[config.mk]
export PLATFORM = sky130hd
export DESIGN_NAME = fetch_stage
export DESIGN_NICKNAME = d
export VERILOG_FILES = /design/src/rtl/fetch_stage.sv
export SDC_FILE = /design/constraint.sdc
export NUM_CORES = 1
export LEC_CHECK = 0
export CORE_MARGIN = 2
export CORE_UTILIZATION = 35
export DETAILED_ROUTE_END_ITERATION = 12
export HOLD_SLACK_MARGIN = 0.05
export SLEW_MARGIN = 40
export SYNTH_ARGS = -nofsm -noshare
export SYNTH_HDL_FRONTEND = slang
export SYNTH_SLANG_ARGS = --single-unit
[constraint.sdc]
create_clock -name clk -period 3.7 [get_ports clk]
set_clock_uncertainty 0.05 [all_clocks]
set_input_delay 0.37 -clock clk [delete_from_list [all_inputs] [get_ports clk]]
set_output_delay 0.37 -clock clk [all_outputs]
set_load 0.005 [all_outputs]
[src/rtl/fetch_stage.sv]
// IF stage: owns the PC, runs the instruction-memory handshake, applies EX redirects.
// Latency: a word returned in cycle N appears on if_id_* in cycle N+1; memory outputs are combinational from state.
// Backpressure: stall_i freezes PC and IF/ID; a word returned under stall is parked in a buffer until release.
module fetch_stage #(
   parameter logic [31:0] RESET_PC  = 32'h6000_0000,
   parameter logic [31:0] NOP_INSTR = 32'h0000_0013
) (
   input  logic        clk,
   input  logic        rst_n,
   input  logic        stall_i,
   input  logic [1:0]  pcmux_sel,
   input  logic [31:0] target_addr,
   output logic [31:0] instr_mem_address,
   output logic        instr_mem_read,
   input  logic [31:0] instr_mem_rdata,
   input  logic        instr_mem_resp,
   output logic        if_id_valid,
   output logic [31:0] if_id_pc,
   output logic [31:0] if_id_ir,
   output logic        fetch_pending
);

   // pcmux encodings; 2'b11 falls through as pc_plus4
   localparam logic [1:0] PCMUX_ADDER_OUT  = 2'b01;
   localparam logic [1:0] PCMUX_ADDER_MOD2 = 2'b10;

   localparam logic [1:0] ST_FETCH = 2'b00;
   localparam logic [1:0] ST_HOLD  = 2'b01;
   localparam logic [1:0] ST_DRAIN = 2'b10;

   logic [1:0]  state_q, state_d;
   logic [31:0] pc_q, pc_d;
   logic [31:0] hold_buf_q, hold_buf_d;
   logic [31:0] drain_addr_q, drain_addr_d;
   logic        if_id_valid_q, if_id_valid_d;
   logic [31:0] if_id_pc_q, if_id_pc_d;
   logic [31:0] if_id_ir_q, if_id_ir_d;

   logic        redirect;
   logic [31:0] redirect_pc;

   // Decode the EX redirect; JALR clears bit 0, other low bits pass through unchecked
   always_comb begin
      redirect    = (pcmux_sel == PCMUX_ADDER_OUT) | (pcmux_sel == PCMUX_ADDER_MOD2);
      redirect_pc = (pcmux_sel == PCMUX_ADDER_MOD2) ? (target_addr & ~32'h1) : target_addr;
   end

   // Memory-side outputs depend only on state/pc (and reset gating), never on resp
   always_comb begin
      instr_mem_read    = rst_n & ((state_q == ST_FETCH) | (state_q == ST_DRAIN));
      instr_mem_address = (state_q == ST_DRAIN) ? drain_addr_q : pc_q;
      fetch_pending     = instr_mem_read & ~instr_mem_resp;
   end

   // Next-state logic: stall has priority; a redirect mid-request drains the abandoned fetch
   always_comb begin
      state_d       = state_q;
      pc_d          = pc_q;
      hold_buf_d    = hold_buf_q;
      drain_addr_d  = drain_addr_q;
      if_id_valid_d = if_id_valid_q;
      if_id_pc_d    = if_id_pc_q;
      if_id_ir_d    = if_id_ir_q;
      case (state_q)
         ST_FETCH: begin
            if (stall_i) begin
               if (instr_mem_resp) begin
                  hold_buf_d = instr_mem_rdata;
                  state_d    = ST_HOLD;
               end
            end else if (redirect) begin
               pc_d          = redirect_pc;
               if_id_valid_d = 1'b0;
               if_id_pc_d    = 32'h0;
               if_id_ir_d    = NOP_INSTR;
               if (!instr_mem_resp) begin
                  state_d      = ST_DRAIN;
                  drain_addr_d = pc_q;
               end
            end else if (instr_mem_resp) begin
               if_id_valid_d = 1'b1;
               if_id_pc_d    = pc_q;
               if_id_ir_d    = instr_mem_rdata;
               pc_d          = pc_q + 32'd4;
            end else begin
               if_id_valid_d = 1'b0;
               if_id_pc_d    = 32'h0;
               if_id_ir_d    = NOP_INSTR;
            end
         end
         ST_HOLD: begin
            if (!stall_i) begin
               state_d = ST_FETCH;
               if (redirect) begin
                  pc_d          = redirect_pc;
                  if_id_valid_d = 1'b0;
                  if_id_pc_d    = 32'h0;
                  if_id_ir_d    = NOP_INSTR;
               end else begin
                  if_id_valid_d = 1'b1;
                  if_id_pc_d    = pc_q;
                  if_id_ir_d    = hold_buf_q;
                  pc_d          = pc_q + 32'd4;
               end
            end
         end
         ST_DRAIN: begin
            if (!stall_i) begin
               if_id_valid_d = 1'b0;
               if_id_pc_d    = 32'h0;
               if_id_ir_d    = NOP_INSTR;
               if (redirect) begin
                  pc_d = redirect_pc;
               end
            end
            if (instr_mem_resp) begin
               state_d = ST_FETCH;
            end
         end
         default: begin
            state_d = ST_FETCH;
         end
      endcase
   end

   // State and IF/ID registers with asynchronous reset
   always_ff @(posedge clk or negedge rst_n) begin
      if (!rst_n) begin
         state_q       <= ST_FETCH;
         pc_q          <= RESET_PC;
         hold_buf_q    <= 32'h0;
         drain_addr_q  <= 32'h0;
         if_id_valid_q <= 1'b0;
         if_id_pc_q    <= 32'h0;
         if_id_ir_q    <= NOP_INSTR;
      end else begin
         state_q       <= state_d;
         pc_q          <= pc_d;
         hold_buf_q    <= hold_buf_d;
         drain_addr_q  <= drain_addr_d;
         if_id_valid_q <= if_id_valid_d;
         if_id_pc_q    <= if_id_pc_d;
         if_id_ir_q    <= if_id_ir_d;
      end
   end

   assign if_id_valid = if_id_valid_q;
   assign if_id_pc    = if_id_pc_q;
   assign if_id_ir    = if_id_ir_q;

endmodule

==> results.rst, run 1 <==
.. list-table::
   :header-rows: 1

   * - Metric
     - Value
   * - Outcome
     - completed
   * - Largest net degree at the start of global routing
     - 69
   * - Die area
     - 0.0231 mm²
   * - Critical Path, Cell by Cell
     - inv_1 -> ha_4 -> buf_4 -> mux2_2 -> clkdlybuf4s50_1
   * - Data arrival time at the worst-slack endpoint
     - 2.58 ns
   * - Number of vias per cell after detailed routing
     - 5.31
   * - Worst vdd rail ir drop
     - 0.352 mV
   * - Clock slew at reported path FFs
     - 0.07 ns
   * - Share of Yosys cell area claimed by the top area cell type
     - 0.516
   * - Setup crit start kind
     - register
   * - Final-report max-slew violation count
     - 0
   * - Post-synthesis register bit count
     - between 150 and 200
   * - Portion of the post-synthesis area used by sequential elements
     - 0.533
   * - Cell area after synthesis
     - between 0.007 and 0.008 mm²
   * - Kind of path behind the tightest hold check
     - in2async
   * - Post-layout net count
     - 914
   * - Power per standard cell area
     - 869 mW/mm²
   * - Main area contributors after synthesis
     - dfrtp_1 52%, mux2_2 13%, nor2_1 3.8%
   * - Inserted Diodes
     - 0
   * - Grt total ovfl
     - 0
   * - Static leakage power
     - 4.21 nW
   * - Cell row count
     - 54
   * - Clock Root Buffer
     - clkbuf_16
   * - Core region area
     - 0.0216 mm²
   * - Max frequency
     - 333 MHz
   * - Setup CP Type
     - reg2out
   * - Count of flip-flops with a built-in enable after synthesis
     - 0
   * - Share of the clock period used by the worst path
     - 0.812
   * - RSZ-0062 raised after global routing
     - false
   * - Die Y-Extent
     - around 150 µm
   * - Slowest stage cell on the critical path
     - ha_4
   * - Number of antenna violations at the first check in global routing
     - 1
   * - Fraction of layout cells with a size suffix above 1
     - 0.195
   * - Via count of the first global-routing pass
     - 5978
   * - Endpoint class of the critical path
     - output pin
   * - Async set or reset register ratio after synthesis
     - 1.00
   * - Library cell with the highest instance count after synthesis
     - dfrtp_1
   * - Max-slew headroom
     - 0.530
   * - Final setup violation count
     - 0
   * - Nets in the synthesized netlist
     - 766
   * - Ys Warns
     - 0
   * - Final Hold Fails
     - 0
   * - End-of-flow core utilization
     - 0.474
   * - Post-synth cell types
     - 55
   * - First drt pass iteration count
     - 5
   * - Width of the die
     - 152 µm
   * - Residual antenna-violating net count after detailed routing
     - 0
   * - Met2 track demand over resource in global routing
     - 0.286
   * - Period minus WS final
     - between 3 and 4 ns
   * - GP Congestion
     - between 0.8 and 0.9
   * - Syn-to-layout area delta
     - 33.9%
   * - Total detailed-routing wirelength
     - roughly 21 mm
   * - I/O pin count
     - ~170
   * - Per-instance average area after synthesis
     - 11.1 µm²
   * - Remaining routing DRC violations
     - 0
   * - Met1 capacity usage during global routing
     - 0.264
   * - Crit Reg-Reg Startpoint
     - state_q[1]$_DFFE_PN0P_
   * - Clock tree from TritonCTS
     - built
   * - GR peak layer
     - met2
   * - Total via count in the routed design
     - 6000
   * - Maximum net fanout on the critical path
     - 35
   * - Maxcap violations
     - 0
   * - Maximum clock insertion buffer count
     - 2
   * - Worst-Skew Late Latency
     - 0.43 ns
   * - Global routing usage on met3
     - 0.0465
   * - Starting utilization of the core area
     - 0.354
   * - Num CTS Buffers
     - 17
   * - Most frequently used flop master after synthesis
     - dfrtp_1
   * - Timing startpoint of the critical path
     - state_q[0]$_DFFE_PN0P_
   * - Final Worst Setup Slack
     - 0.696 ns
   * - Post-DP HPWL
     - 14.0 mm
   * - Transition time of the tightest slew-check pin
     - 0.703 ns
   * - Required time of the critical path
     - 3.28 ns
   * - Count of buffers inserted at the top-level ports
     - 168
   * - Area leader, netlist
     - dfrtp_1
   * - Largest stage delay, worst path
     - 0.46 ns
   * - Final-layout setup total negative slack
     - 0 ns
   * - Clock sink count
     - 163
   * - Cell types with the highest counts after synthesis
     - 158 x dfrtp_1, 91 x mux2_2, 78 x nor2_1
   * - Clock H-tree levels
     - 4
   * - Iter 0 DRT Violations
     - 336
   * - Tot GR Track Use
     - 0.184
   * - Cells after synthesis
     - 690
   * - Drt wl/cell
     - roughly 18 µm
   * - First-pass GRT wire length
     - around 34 mm
   * - Pre-CTS WS
     - 0.704 ns
==> routing by layer <==
layer,up-vias,part of all wire
met1,2956,0.47
met2,189,0.47
met5,-,0.00077
li1,2833,-
met4,2,0.0093
met3,20,0.056
==> power breakdown <==
part	internal [mW]	switching (mW)	total (mW)	leakage (nW)
Sequential	2.65	0.709	3.36	1.98
Combinational	2.15	1.60	3.75	1.95
Clock	1.01	0.786	1.80	0.290
==> critical path, delay by kind of cell (launching register included) <==
family | cells | cell delay, ns
DFF | 1 | 0.43
muxes | 1 | 0.35
adders and majority gates | 1 | 0.46
buffers and inverters | 3 | 0.90
==> per-stage QoR <==
stage,total power [mW],hold slack [ns],cell area [µm²],std cells
after global routing,9.55,0.296,10300,1131
after CTS,8.99,0.286,10200,1130
after detailed placement,7.15,0.169,9620,1097
final,8.91,0.289,10300,1131
after floorplan,5.28,0.0244,7660,690
after global placement,7.09,0.167,9620,1097
==> kinds of logic after synthesis <==
group	synth area share
AO/OA/AOI/OAI	0.167
adder cells (fa/ha/maj)	0.00980
buffers and inverters	0.0407
multiplexers	0.141
flip-flops	0.533
AND/OR/NAND/NOR	0.109
==> cells in the final DEF, fill, tap and decap left out, types with 3 or more instances in the layout <==
cell / instances
a31oi_1: 3
clkdlybuf4s50_1: 167
nand3_1: 16
o22ai_1: 11
nor2_1: 75
o21ai_0: 34
clkbuf_16: 17
inv_1: 9
a2bb2oi_1: 8
clkinv_4: 4
buf_4: 18
a221oi_1: 30
inv_6: 7
mux2i_1: 3
nand4_2: 3
a21o_1: 4
nor2b_1: 3
o31ai_1: 4
dfrtp_1: 158
a22o_1: 32
nand4_1: 10
ha_1: 5
and4_1: 3
nor3_1: 3
o22a_1: 3
nand2b_1: 4
and3_1: 5
nand2_1: 32
a21oi_1: 39
mux2_2: 91
dfstp_2: 5
==> flip-flops by register name, summed over array words and instances (netlist names) <==
name,cells
drain_addr_q,32
pc_q,32
if_id_pc,32
state_q,2
if_id_ir,32
if_id_valid,1
hold_buf_q,32
==> worst paths after layout <==
check / to / slack (ns) / cells past startpoint
hold reg to reg: if_id_ir[4]$_DFFE_PN1P_ / 0.43 / 2
max in group asynchronous: pc_q[30]$_DFFE_PN1P_ / 1.90 / 4
hold / removal: if_id_ir[7]$_DFFE_PN0P_ / 0.29 / 2
setup / recovery: instr_mem_address[3] / 0.70 / 5
setup reg to reg: if_id_ir[23]$_DFFE_PN0P_ / 1.20 / 8
min in group clk: if_id_ir[4]$_DFFE_PN1P_ / 0.43 / 2
==> final cells by class <==
type | count | area, µm²
flip-flops and latches | 163 | 4090
clock inverters | 15 | 169
well taps | 280 | 350
multi-input cells | 457 | 3310
inverters | 9 | 33.8
repair buffers | 190 | 1880
fillers | 1992 | 11400
clock buffers | 17 | 425
==> what timing repair did <==
action | CTS | global route
hold buffers | 1 | 0
resized for setup | 0 | 0
buffers inserted | 0 | 0
endpoints found under the hold margin | 16 | 0
Note: power is estimated with default switching activity, not from simulation.
==> inputs of run 2 (changes only) <==
Clock period 3.7 ns to 3.05 ns, I/O delays scaled along.
==> run 2 against run 1 <==
  * Flip-flop and latch count did not move
  * Critical path depth did not move
  * Worst hold slack improved by 0.10 ns
  * Largest cell class unchanged
==> results.rst, run 2 (synthesis results as in run 1) <==
.. list-table::
   :header-rows: 1

   * - Metric
     - Value
   * - Num CTS Buffers
     - 17
   * - Clock sink count
     - 163
   * - Post-layout net count
     - around 910
   * - Core region area
     - 0.0216 mm²
   * - Clock slew at reported path FFs
     - 0.06 ns
   * - Maxcap violations
     - 0
   * - Starting utilization of the core area
     - 0.354
   * - Total via count in the routed design
     - roughly 6000
   * - Worst-case reg-to-reg path depth
     - 7
   * - Worst-Skew Late Latency
     - approximately 0.42 ns
   * - Final-report max-slew violation count
     - 0
   * - Static leakage power
     - 4.24 nW
   * - Number of vias per cell after detailed routing
     - 5.28
   * - Count of buffers inserted at the top-level ports
     - 168
   * - Drt wl/cell
     - ~18 µm
   * - Critical Path, Cell by Cell
     - inv_1 -> ha_4 -> buf_12 -> mux2_2 -> clkdlybuf4s50_1
   * - Endpoint class of the critical path
     - output pin
   * - Cell row count
     - 54
   * - Levels on crit path
     - 5
   * - Final Hold Fails
     - 0
   * - Inserted Diodes
     - 0
   * - Width of the die
     - 152 µm
   * - Number of antenna violations at the first check in global routing
     - 2
   * - Cell depth of the worst min-delay path
     - 3
   * - Tot GR Track Use
     - 0.180
   * - Maximum clock insertion buffer count
     - 2
   * - Clock H-tree levels
     - 4
   * - Most frequent cells in the layout
     - 167 x clkdlybuf4s50_1, 158 x dfrtp_1, 91 x mux2_2
   * - Period minus WS final
     - 2.77 ns
   * - I/O pin count
     - 169
   * - Die area
     - 0.0231 mm²
   * - Kind of path behind the tightest hold check
     - in2reg
   * - Max frequency
     - 360 MHz
   * - Share of the clock period used by the worst path
     - 0.910
   * - Transition time of the tightest slew-check pin
     - 0.674 ns
   * - Maximum net fanout on the critical path
     - 26
   * - Critical path's top delay family
     - buffers and inverters
   * - Remaining routing DRC violations
     - 0
   * - Data arrival time at the worst-slack endpoint
     - 2.42 ns
   * - First-pass GRT wire length
     - 33.4 mm
   * - GP Congestion
     - 0.832
   * - Dpl cell area
     - 0.00970 mm²
   * - RSZ-0062 raised after global routing
     - false
   * - Most common cell after layout, fill and taps aside
     - clkdlybuf4s50_1
   * - Setup CP Type
     - reg2out
   * - Post-DP HPWL
     - 13.8 mm
   * - Buf+Inv Stages, Crit Path
     - 3
   * - Grt total ovfl
     - 0
   * - Via count of the first global-routing pass
     - 5945
   * - Required time of the critical path
     - between 2 and 3 ns
   * - Largest net degree at the start of global routing
     - between 90 and 100
   * - Final-layout setup total negative slack
     - 0 ns
   * - Fraction of layout cells with a size suffix above 1
     - 0.193
   * - # Post-CTS Setup Buffers
     - 0
   * - Total detailed-routing wirelength
     - 20.7 mm
   * - Clock tree from TritonCTS
     - built
   * - First drt pass iteration count
     - 4
   * - Area of all placed cells without fillers
     - 0.0103 mm²
   * - Power per standard cell area
     - 1050 mW/mm²
   * - Setup crit start kind
     - register
   * - Worst vdd rail ir drop
     - 0.471 mV
   * - Die Y-Extent
     - roughly 150 µm
   * - Clock Root Buffer
     - clkbuf_16
   * - Largest stage delay, worst path
     - ~0.45 ns
   * - Outcome
     - completed
   * - Filler instances
     - 2015
   * - Final setup violation count
     - 0
   * - Residual antenna-violating net count after detailed routing
     - 0
   * - Max-slew headroom
     - 0.549
   * - Syn-to-layout area delta
     - 34.9%
   * - Iter 0 DRT Violations
     - 297
   * - Slowest stage cell on the critical path
     - clkdlybuf4s50_1
[run 2: layout make-up]
| cell class | instances | area (µm²) | share of cell area |
|---|---|---|---|
| timing repair buffer | 190 | 1930 | 0.187 |
| multi-input combinational | 457 | 3310 | 0.321 |
| tap | 280 | 350 | 0.0339 |
| sequential | 163 | 4090 | 0.395 |
| inverter | 9 | 33.8 | 0.00327 |
| clock buffer | 19 | 433 | 0.0419 |
| clock inverter | 13 | 185 | 0.0179 |
[run 2: repair_timing]
item / CTS / global route
gates resized for setup: 0 / 1
hold endpoints to repair: 88 / 0
hold buffers: 1 / 0
setup endpoints to repair: 0 / 14
[run 2: where the power goes]
group	internal (mW)	switching [mW]	leakage, nW
Combinational	2.62	1.94	1.96
Sequential	3.22	0.838	1.98
Clock	1.37	0.886	0.297
Total	7.21	3.67	4.24
[run 2: per-layer routing]
metal	part of all wire	up-vias	wire length, µm	global-route usage
li1	-	2833	-	-
met3	0.049	19	1010	0.0425
met4	0.011	4	227	0.0467
met1	0.49	2939	10100	0.258
met5	0.0013	-	27	0
met2	0.45	175	9320	0.274
[run 2: path summary, 6_finish.rpt]
check / start / end / slack [ns]
worst max-delay path: state_q[0]$_DFFE_PN0P_ / instr_mem_address[14] / 0.28
worst min-delay path: target_addr[1] / pc_q[1]$_DFFE_PN0P_ / 0.39
worst max register to register: state_q[1]$_DFFE_PN0P_ / pc_q[0]$_DFFE_PN0P_ / 0.58
worst min register to register: if_id_ir[0]$_DFFE_PN1P_ / if_id_ir[0]$_DFFE_PN1P_ / 0.43
max in group asynchronous: rst_n / if_id_ir[4]$_DFFE_PN1P_ / 1.64
min in group asynchronous: rst_n / hold_buf_q[6]$_DFFE_PN0P_ / 0.46
[run 2: worst reg2reg max path, stage by stage (launching register included)]
cell	delay (ns)
dfrtp_1	0.47
inv_1	0.10
ha_1	0.30
nor2b_1	0.20
o22ai_1	0.28
nand3b_1	0.12
a221oi_1	0.44
mux2_2	0.38
[run 2: metrics by stage]
step | instances | power, mW | utilization | worst slack (ns) | hold WS, ns
5_1_grt | 1131 | 11.6 | 0.478 | 0.159 | 0.405
4_1_cts | 1131 | 11.0 | 0.478 | 0.0178 | 0.375
2_1_floorplan | 690 | 6.40 | - | 0.955 | -0.0406
3_5_place_dp | 1098 | 8.69 | 0.448 | 0.276 | 0.361
3_3_place_gp | 1097 | 8.62 | 0.447 | 0.363 | 0.412
6_report | 1131 | 10.9 | 0.478 | 0.275 | 0.393
